[src/rtl/seg7_pkg.sv]
// -----------------------------------------------------------------------------
// seg7_pkg
//   Shared constants and types for the two-digit 7-segment scan driver.
//   - SEG_OFF / ZERO_GLYPH / AN_OFF : blanked segment bus, the "0" glyph and
//     the all-anodes-off vector (sliced to NUM_AN by the user)
//   - SEG_A..SEG_G                  : bit positions inside a {g,f,e,d,c,b,a}
//                                     pattern
//   - slot_idx_e / slot_pos_t       : which digit is being scanned, plus the
//                                     cycle count within that slot
//   - pack_digit()                  : gathers one digit's segments from the
//                                     per-segment [1:0] input lines
// -----------------------------------------------------------------------------
package seg7_pkg;

    localparam logic [6:0] SEG_OFF    = 7'h7F;
    localparam logic [6:0] ZERO_GLYPH = 7'b0111111;

    // Wide enough for any practical board; the top slices it to NUM_AN.
    localparam int                MAX_AN = 32;
    localparam logic [MAX_AN-1:0] AN_OFF = '1;

    localparam int SEG_A = 0;
    localparam int SEG_B = 1;
    localparam int SEG_C = 2;
    localparam int SEG_D = 3;
    localparam int SEG_E = 4;
    localparam int SEG_F = 5;
    localparam int SEG_G = 6;

    // Slot counter is carried zero-extended at this width, so REFRESH_DIV
    // up to 2**32 is representable.
    localparam int SLOT_CNT_W = 32;

    typedef enum logic {
        SLOT_ONES = 1'b0,
        SLOT_TENS = 1'b1
    } slot_idx_e;

    typedef struct packed {
        slot_idx_e             idx;
        logic [SLOT_CNT_W-1:0] cnt;
    } slot_pos_t;

    // Selects bit 'sel' of every segment line: sel=0 -> ones, sel=1 -> tens.
    function automatic logic [6:0] pack_digit(
        input logic [1:0] a,
        input logic [1:0] b,
        input logic [1:0] c,
        input logic [1:0] d,
        input logic [1:0] e,
        input logic [1:0] f,
        input logic [1:0] g,
        input logic       sel
    );
        logic [6:0] p;
        p        = '0;
        p[SEG_A] = a[sel];
        p[SEG_B] = b[sel];
        p[SEG_C] = c[sel];
        p[SEG_D] = d[sel];
        p[SEG_E] = e[sel];
        p[SEG_F] = f[sel];
        p[SEG_G] = g[sel];
        return p;
    endfunction

endpackage

[src/rtl/seg7_scan_driver_if.sv]
// -----------------------------------------------------------------------------
// seg7_scan_driver_if
//   Bundles the adder-stage inputs and the board display outputs of the scan
//   driver.
//   - en, A..G[1:0], DP : from the adder stage ([0]=ones, [1]=tens,
//                         active-high segments, DP=1 means negative)
//   - seg_n, dp_n, an_n : shared active-low segment bus, decimal point and
//                         per-digit anode enables
//   - frame_tick        : one-cycle pulse on the first cycle of each frame
//   Modports: master = adder/board side, slave = the scan driver.
// -----------------------------------------------------------------------------
interface seg7_scan_driver_if #(
    parameter int NUM_AN = 4
);
    logic              en;
    logic [1:0]        A;
    logic [1:0]        B;
    logic [1:0]        C;
    logic [1:0]        D;
    logic [1:0]        E;
    logic [1:0]        F;
    logic [1:0]        G;
    logic              DP;
    logic [6:0]        seg_n;
    logic              dp_n;
    logic [NUM_AN-1:0] an_n;
    logic              frame_tick;

    modport master (
        output en, A, B, C, D, E, F, G, DP,
        input  seg_n, dp_n, an_n, frame_tick
    );

    modport slave (
        input  en, A, B, C, D, E, F, G, DP,
        output seg_n, dp_n, an_n, frame_tick
    );
endinterface

[src/rtl/seg7_slot_timer.sv]
// -----------------------------------------------------------------------------
// seg7_slot_timer
//   Slot position counter for the scan driver. cnt runs 0..REFRESH_DIV-1;
//   each wrap toggles idx between the ones and tens slot, so a frame is two
//   slots.
//   Ports:
//     clk, rst_n  : clock, asynchronous active-low reset
//     pos_next    : position the counter will hold after this edge
//     frame_wrap  : high in the cycle whose edge ends the tens slot, i.e.
//                   the edge on which the next frame begins
// -----------------------------------------------------------------------------
module seg7_slot_timer
    import seg7_pkg::*;
#(
    parameter int REFRESH_DIV = 100000
) (
    input  logic      clk,
    input  logic      rst_n,
    output slot_pos_t pos_next,
    output logic      frame_wrap
);

    localparam int              CNT_W    = $clog2(REFRESH_DIV);
    localparam logic [CNT_W-1:0] CNT_LAST = CNT_W'(REFRESH_DIV - 1);

    logic [CNT_W-1:0] cnt_q;
    logic [CNT_W-1:0] cnt_d;
    slot_idx_e        idx_q;
    slot_idx_e        idx_d;
    logic             wrap;

    always_comb begin
        wrap       = (cnt_q == CNT_LAST);
        cnt_d      = wrap ? '0 : cnt_q + CNT_W'(1);
        idx_d      = idx_q;
        if (wrap) begin
            idx_d = (idx_q == SLOT_ONES) ? SLOT_TENS : SLOT_ONES;
        end
        frame_wrap = wrap && (idx_q == SLOT_TENS);

        pos_next.idx = idx_d;
        pos_next.cnt = SLOT_CNT_W'(cnt_d);
    end

    always_ff @(posedge clk or negedge rst_n) begin
        if (!rst_n) begin
            cnt_q <= '0;
            idx_q <= SLOT_ONES;
        end else begin
            cnt_q <= cnt_d;
            idx_q <= idx_d;
        end
    end

endmodule

[src/rtl/seg7_scan_driver.sv]
// -----------------------------------------------------------------------------
// seg7_scan_driver
//   Multiplexes the two-digit signed-adder display onto one shared segment bus
//   with per-digit anode enables. Inputs are snapshotted once per frame, so a
//   digit pair never tears mid-scan. Optional tens-digit leading-zero blanking
//   keeps the anode on when the sign must still be shown.
//   Parameters:
//     REFRESH_DIV : clk cycles per digit slot (>= 4)
//     GUARD       : cycles at slot start with all anodes off (1..REFRESH_DIV-2)
//     NUM_AN      : physical anodes; anodes 2..NUM_AN-1 stay off
//     BLANK_TENS  : 1 = blank a tens digit showing the "0" glyph
//   Ports:
//     clk, rst_n : clock, asynchronous active-low reset
//     bus        : slave side of seg7_scan_driver_if (en, A..G, DP in;
//                  seg_n, dp_n, an_n, frame_tick out)
//   Every output is a flop loaded from the next-state position/shadow, so the
//   value seen in a cycle matches that cycle's slot position and snapshot.
// -----------------------------------------------------------------------------
module seg7_scan_driver
    import seg7_pkg::*;
#(
    parameter int REFRESH_DIV = 100000,
    parameter int GUARD       = 16,
    parameter int NUM_AN      = 4,
    parameter int BLANK_TENS  = 1
) (
    input  logic                 clk,
    input  logic                 rst_n,
    seg7_scan_driver_if.slave    bus
);

    slot_pos_t pos_d;
    logic      frame_wrap;

    seg7_slot_timer #(
        .REFRESH_DIV (REFRESH_DIV)
    ) u_timer (
        .clk        (clk),
        .rst_n      (rst_n),
        .pos_next   (pos_d),
        .frame_wrap (frame_wrap)
    );

    // ---------------------------------------------------------------------
    // Frame snapshot: digit patterns in {g..a} order, [0]=ones, [1]=tens.
    // ---------------------------------------------------------------------
    logic [1:0][6:0] live_digit;
    logic [1:0][6:0] digit_q;
    logic [1:0][6:0] digit_d;
    logic            sign_q;
    logic            sign_d;

    for (genvar gi = 0; gi < 2; gi++) begin : g_live
        assign live_digit[gi] = pack_digit(bus.A, bus.B, bus.C, bus.D,
                                           bus.E, bus.F, bus.G, 1'(gi));
    end

    // The capture edge takes whatever is on the inputs at that edge.
    always_comb begin
        digit_d = digit_q;
        sign_d  = sign_q;
        if (frame_wrap) begin
            digit_d = live_digit;
            sign_d  = bus.DP;
        end
    end

    // ---------------------------------------------------------------------
    // Output decode on the next position / next snapshot.
    // ---------------------------------------------------------------------
    logic              idx_bit;
    logic              active;
    logic [6:0]        pat;
    logic              tens_zero;
    logic              lit;
    logic [6:0]        seg_d;
    logic              dp_n_d;
    logic [NUM_AN-1:0] an_d;
    logic              tick_d;

    always_comb begin
        idx_bit   = (pos_d.idx == SLOT_TENS);
        active    = bus.en && (pos_d.cnt >= SLOT_CNT_W'(GUARD));
        pat       = digit_d[idx_bit];
        tens_zero = (BLANK_TENS != 0) && idx_bit && (pat == ZERO_GLYPH);
        tick_d    = frame_wrap;

        seg_d  = SEG_OFF;
        dp_n_d = 1'b1;
        lit    = 1'b0;

        if (active) begin
            if (idx_bit) begin
                dp_n_d = ~sign_d;
            end
            if (tens_zero) begin
                // Leading zero: keep the anode only to show a minus sign,
                // with the segments dark.
                lit = sign_d;
            end else begin
                lit   = 1'b1;
                seg_d = ~pat;
            end
        end
    end

    for (genvar gi = 0; gi < NUM_AN; gi++) begin : g_an
        if (gi < 2) begin : g_digit
            assign an_d[gi] = ~(lit && (idx_bit == 1'(gi)));
        end else begin : g_spare
            assign an_d[gi] = 1'b1;
        end
    end

    // ---------------------------------------------------------------------
    // State and output registers.
    // ---------------------------------------------------------------------
    logic [6:0]        seg_q;
    logic              dp_n_q;
    logic [NUM_AN-1:0] an_q;
    logic              tick_q;

    always_ff @(posedge clk or negedge rst_n) begin
        if (!rst_n) begin
            digit_q <= '0;
            sign_q  <= 1'b0;
            seg_q   <= SEG_OFF;
            dp_n_q  <= 1'b1;
            an_q    <= AN_OFF[NUM_AN-1:0];
            tick_q  <= 1'b0;
        end else begin
            digit_q <= digit_d;
            sign_q  <= sign_d;
            seg_q   <= seg_d;
            dp_n_q  <= dp_n_d;
            an_q    <= an_d;
            tick_q  <= tick_d;
        end
    end

    assign bus.seg_n      = seg_q;
    assign bus.dp_n       = dp_n_q;
    assign bus.an_n       = an_q;
    assign bus.frame_tick = tick_q;

endmodule

[src/flat_wrapper.sv]
// flat-port wrapper written by rule: the top's interface ports become plain ports
module seg7_scan_driver_flat import seg7_pkg::*;
#(
    parameter int REFRESH_DIV = 100000,
    parameter int GUARD       = 16,
    parameter int NUM_AN      = 4,
    parameter int BLANK_TENS  = 1
)
  (clk, rst_n, bus_en, bus_A, bus_B, bus_C, bus_D, bus_E, bus_F, bus_G, bus_DP, bus_seg_n, bus_dp_n, bus_an_n, bus_frame_tick);
  seg7_scan_driver_if #(.NUM_AN(NUM_AN)) bus_i ();
  input  logic clk;
  input  logic rst_n;
  input wire logic [$bits(bus_i.en)-1:0] bus_en;
  input wire logic [$bits(bus_i.A)-1:0] bus_A;
  input wire logic [$bits(bus_i.B)-1:0] bus_B;
  input wire logic [$bits(bus_i.C)-1:0] bus_C;
  input wire logic [$bits(bus_i.D)-1:0] bus_D;
  input wire logic [$bits(bus_i.E)-1:0] bus_E;
  input wire logic [$bits(bus_i.F)-1:0] bus_F;
  input wire logic [$bits(bus_i.G)-1:0] bus_G;
  input wire logic [$bits(bus_i.DP)-1:0] bus_DP;
  output wire logic [$bits(bus_i.seg_n)-1:0] bus_seg_n;
  output wire logic [$bits(bus_i.dp_n)-1:0] bus_dp_n;
  output wire logic [$bits(bus_i.an_n)-1:0] bus_an_n;
  output wire logic [$bits(bus_i.frame_tick)-1:0] bus_frame_tick;
  assign bus_i.en = bus_en;
  assign bus_i.A = bus_A;
  assign bus_i.B = bus_B;
  assign bus_i.C = bus_C;
  assign bus_i.D = bus_D;
  assign bus_i.E = bus_E;
  assign bus_i.F = bus_F;
  assign bus_i.G = bus_G;
  assign bus_i.DP = bus_DP;
  assign bus_seg_n = bus_i.seg_n;
  assign bus_dp_n = bus_i.dp_n;
  assign bus_an_n = bus_i.an_n;
  assign bus_frame_tick = bus_i.frame_tick;
  seg7_scan_driver #(.REFRESH_DIV(REFRESH_DIV), .GUARD(GUARD), .NUM_AN(NUM_AN), .BLANK_TENS(BLANK_TENS)) u_core (.clk(clk), .rst_n(rst_n), .bus(bus_i));
endmodule
[config.mk]
export PLATFORM = sky130hd
export DESIGN_NAME = seg7_scan_driver_flat
export DESIGN_NICKNAME = d
export VERILOG_FILES = /design/src/rtl/seg7_pkg.sv /design/src/rtl/seg7_scan_driver_if.sv /design/src/rtl/seg7_slot_timer.sv /design/src/rtl/seg7_scan_driver.sv /design/src/flat_wrapper.sv
export SDC_FILE = /design/constraint.sdc
export NUM_CORES = 1
export LEC_CHECK = 0
export CORE_MARGIN = 4
export CORE_UTILIZATION = 54
export CTS_CLUSTER_DIAMETER = 50
export DETAILED_ROUTE_END_ITERATION = 7
export PLACE_DENSITY = 0.79
export SKIP_CTS_REPAIR_TIMING = 1
export SYNTH_ARGS = -nofsm -noshare
export SYNTH_HDL_FRONTEND = slang
export SYNTH_SLANG_ARGS = --single-unit
[constraint.sdc]
create_clock -name clk -period 3.6 [get_ports clk]
set_input_delay 0.54 -clock clk [delete_from_list [all_inputs] [get_ports clk]]
set_output_delay 0.54 -clock clk [all_outputs]
set_load 0.03 [all_outputs]
# == Word-level counts from Yosys, hierarchy flattened ==
# Cells that the tools add are included.
# totals
ff_bits,44
input_bits,18
output_inout_bits,13
word_cells,37
# op_classes
addsub,1
magnitude_cmp,2
n_eq_ne,2
mux,13
n_bitwise,5
n_reduce_logical,5
# op_table
cell,count
$mux 7,4
$add 17x1->17 const B,1
$eq 17x17->1 const B,1
$ge 17x5->1 const B,1
$mux 17,1
$mux 14,1
$eq 7x6->1 const B,1
$mux 1,7
$not 7->7,1
$logic_and 1x1->1,5
$not 1->1,4
$lt 1x2->1 const B,1

# == Depth between registers and ports, before layout ==
# logic_depth
depth_word,11
depth_mapped,12
depth_no_buf,11

# == Cells and area by module ==
# From an unflattened synthesis, not the netlist that was laid out.
# unflattened
hier_cells,178
hier_area_um2,2167.1
# by_module_without_submodules
mod,instances,cells_per_inst,area_each_um2,seq_area_each_um2
seg7_scan_driver,1,85,1212.4,663.1
seg7_slot_timer,1,93,954.7,450.4

# == Worst setup path before layout ==
# OpenSTA, ideal clock, no wires.
# synth_timing
kind,register -> register
start,register u_core.u_timer.cnt_q[0]
end,register u_core.an_q[1] (netlist: u_core.bus.an_n[1])
setup_time_ps,100
arrival_time_ps,3099
required_time_ps,3500
path_slack_ps,401
stages_incl_launch_ff,11
path_buffers,1
period_less_slack_ps,3199
cell_sequence,dfrtp_1 ha_1 and4_1 nand3_1 nor3_1 ha_1 buf_1 mux4_2 and4_1 inv_1 o2111ai_1
# synth_between
elab_chain_len,11
elab_cells_between_ends,17
cone_classes,1 x add/sub; 1 x order compare; 2 x eq/ne; 8 x mux; 1 x bitwise; 4 x reduce/logical
# synth_lines
element,line,rtl
"start, declared",seg7_slot_timer.sv:26,logic [CNT_W-1:0] cnt_q;
"start signal, assigned",seg7_slot_timer.sv:50,cnt_q <= cnt_d;
$eq 17x17->1 (*),seg7_slot_timer.sv:33,wrap = (cnt_q == CNT_LAST);
$logic_and 1x1->1 (*),seg7_slot_timer.sv:39,frame_wrap = wrap && (idx_q == SLOT_TENS);
via u_core.frame_wrap,seg7_scan_driver.sv:33,logic frame_wrap;
$mux 14,seg7_scan_driver.sv:62,if (frame_wrap) begin
$mux 7 (not written as such) (2 in series),seg7_scan_driver.sv:84,pat = digit_d[idx_bit];
$eq 7x6->1,seg7_scan_driver.sv:85,tens_zero = (BLANK_TENS != 0) && idx_bit && (pat == ZERO_GLYPH);
$logic_and 1x1->1,seg7_scan_driver.sv:85,
$mux 1 (*),seg7_scan_driver.sv:96,if (tens_zero) begin
$mux 1 (*),seg7_scan_driver.sv:92,if (active) begin
$logic_and 1x1->1 (*),seg7_scan_driver.sv:109,assign an_d[gi] = ~(lit && (idx_bit == 1'(gi)));
$not 1->1 (*),seg7_scan_driver.sv:109,
via u_core.an_d[1],seg7_scan_driver.sv:78,logic [NUM_AN-1:0] an_d;
"end signal, assigned",seg7_scan_driver.sv:129,an_q <= AN_OFF[NUM_AN-1:0];
"end signal, assigned",seg7_scan_driver.sv:136,an_q <= an_d;
"end, declared",seg7_scan_driver.sv:120,logic [NUM_AN-1:0] an_q;
# The timed path passes the listed nets; every way through them passes the cells marked *. The select of a mux whose other input is x is not followed.

==> results by group <==
Run status
  • Status: finished, final reports clean

Clocking
  • Clk Latency, worst-skew pair: roughly 0.3 ns
  • Clock tree buffer depth: 2
  • Clock sink total: between 40 and 50
  • H-Tree Depth: 2
  • TritonCTS buffer count: 5
  • CTS tree: done
  • Root Buffer: clkbuf_8
  • Clock slew at the register clock pins of the worst setup and hold paths: ~0.09 ns

Timing
  • Slew headroom: a little under two fifths
  • RSZ-0062 raised after global routing: no
  • Worst setup margin: slightly above 0.3 ns
  • Final Critical Period: 3.296 ns
  • Final setup fails: 0
  • Final Cycle Share: between 90% and 100%
  • Max Slew Vio Count: 0
  • Least-Margin Pin Slew: around 0.93 ns
  • Clk_skew: ~0.011 ns
  • Final Hold Fails: 0
  • Final TNS setup: 0 ns
  • Maximum clock frequency: ~300 MHz

Drt
  • Drt total wl: 4032 um
  • Drt pass-1 iters: 4
  • Vias: roughly 1400
  • Detail Route Antenna Nets: 0
  • WL/cell: 16.06 um
  • Drt first-iter violations: 110
  • Via-to-Cell Ratio: about 5.7
  • DRC: 0

Logic synthesis
  • Sequential share of the synthesized area: approximately half
  • Synth Area per Inst: ~12 um2
  • Area leader, netlist: dfrtp_1
  • Top-count cell post-synth: dfrtp_1
  • Ys Warns: 0
  • Synth area leaders: dfrtp_1 39%, dfstp_2 12%, mux2_2 7.7%, xnor2_1 4.4%, mux4_2 4.1%
  • Ys async rst share: 100.0%
  • Synth top cells by count: 34 x dfrtp_1, 15 x mux2_2, 12 x nor2_1
  • Post-synth cell types: 48
  • Share of the synthesized area in the top cell type: 38.99%
  • Most used flip-flop cell after synthesis: dfrtp_1
  • Cell count after synthesis: around 180
  • Synthesized area: around 0.0022 mm2
  • Synth Register Bits: between 40 and 50
  • EDFF count, synth: 0

Die
  • Die width: between 70 and 80 um
  • Die H: approximately 72 um
  • Row count: 22
  • I/O pins: 31
  • Placeable Area: around 0.0038 mm2
  • Total Die Area: between 0.005 and 0.006 mm2
  • Starting density of the core: 57.86%

GRT
  • GRT Total Usage: ~18%
  • Largest net degree at the start of global routing: between 40 and 50
  • Vias in the first global route: between 1000 and 1500
  • Grt ovf: 0
  • Initial antenna violation count: 0
  • First-pass GRT wire length: 7189 um

Critical path
  • CP Launch Type: register
  • R2r setup slk: ~0.30 ns
  • WP data arrival: approximately 3.5 ns
  • Setup CP Type: reg2reg
  • Setup crit end kind: register
  • Crit Path Max Fanout: 19
  • Worst endpoint required time: 3.83 ns

Placement
  • PortBufs: 28
  • DPL Wire Length: 2986 um
  • Final Wtd Congestion: ~0.93
  • Place WS: ~0.34 ns
  • DP Area: roughly 0.0024 mm2

Final layout
  • Share of cells above drive strength 1: about a quarter
  • Post-route cell area: about 0.0026 mm2
  • Final core utilization: between 60 and 70%
  • Area grow syn2layout: 17.43%
  • # diodes: 0
  • Final net count: 222

Power
  • LEAKAGE: roughly 1.1 nW
  • Total Power: 0.9001 mW
  • Power Dens Cells: between 300 and 400 mW/mm2
  • Peak VDD IR: 205.3 uV

Run
  • Number of max-cap violations: 0

Hold path
  • Class of the worst hold path: in2async
[worst paths after layout]
check	end	cells after the start	start
max	u_core.bus.an_n[1]$_DFF_PN1_	12	u_core.u_timer.cnt_q[0]$_DFF_PN0_
min	u_core.digit_q[13]$_DFF_PN0_	1	rst_n
max reg2reg	u_core.bus.an_n[1]$_DFF_PN1_	12	u_core.u_timer.cnt_q[0]$_DFF_PN0_
min reg2reg	u_core.digit_q[3]$_DFF_PN0_	1	u_core.digit_q[3]$_DFF_PN0_
max in group asynchronous	u_core.u_timer.cnt_q[14]$_DFF_PN0_	1	rst_n
min in group clk	u_core.digit_q[3]$_DFF_PN0_	1	u_core.digit_q[3]$_DFF_PN0_
[cell type report]
cell class | instances | area, um2
repair buffers | 31 | 297.8
well taps | 48 | 60.06
clock inverters | 1 | 8.758
inverters | 5 | 18.77
clock buffers | 7 | 107.6
multi-input cells | 115 | 955.9
fillers | 254 | 1209
flip-flops and latches | 44 | 1114
[sequential cells by signal, indices dropped and copies added (netlist names)]
register               cells
u_core.bus.seg_n           7
u_core.bus.an_n            2
u_core.sign_q              1
u_core.bus.frame_tick      1
u_core.bus.dp_n            1
u_core.u_timer.cnt_q      17
u_core.u_timer.idx_q       1
u_core.digit_q            14
[metrics by stage]
stage | cells | hold WS, ns
after floorplan | 177 | 0.2444
after global placement | 243 | 0.4828
after detailed placement | 243 | 0.4872
after CTS | 251 | 0.4083
after global routing | 251 | 0.4594
final | 251 | 0.3769
[worst max-delay path, stage by stage (launching register included)]
cell and delay (ns):
dfrtp_1 0.44, ha_1 0.32, and4_1 0.30, nand3_1 0.16, nor3_1 0.29, ha_1 0.29, buf_4 0.30, mux2_2 0.38
nor2_1 0.11, and3_1 0.16, and4_1 0.17, inv_1 0.10, o2111ai_1 0.21
[layer usage]
metal  up-vias  track usage (%)  routed length, um
met5         -                0                  0
met4         0            5.637                 55
met3         6            4.348                152
met2        22            28.27               1943
met1       706            24.59               1880
li1        689                -                  -
[cell usage in the layout, fill, tap and decap left out, drive strengths merged, types with 5 or more instances in the layout]
| master | netlist | layout |
|---|---|---|
| clkdlybuf4s50 | 0 | 27 |
| inv | 5 | 5 |
| clkbuf | 1 | 7 |
| nor2 | 12 | 12 |
| nand3 | 11 | 11 |
| dfrtp | 34 | 34 |
| xnor2 | 11 | 11 |
| xor2 | 5 | 5 |
| dfstp | 10 | 10 |
| nand4 | 13 | 13 |
| mux2 | 15 | 15 |
[power breakdown]
group / total, mW / internal (mW) / switching, mW
clock: 0.369 / 0.199 / 0.170
sequential: 0.495 / 0.495 / 0.000106
combinational: 0.0354 / 0.0170 / 0.0184
[cells by family (layout without fill, tap and decap cells)]
group	Yosys count	after routing	synth area share, %
DFF	44	44	51.03
buffers and inverters	18	44	5.332
xor gates and xnor gates	16	16	6.422
adders and majority gates	2	2	1.147
other	1	2	0.1719
AOI/OAI and AO/OA	14	14	4.817
and+or+nand+nor	60	60	18.29
muxes	21	21	12.79
(Power assumes the default switching activity.)
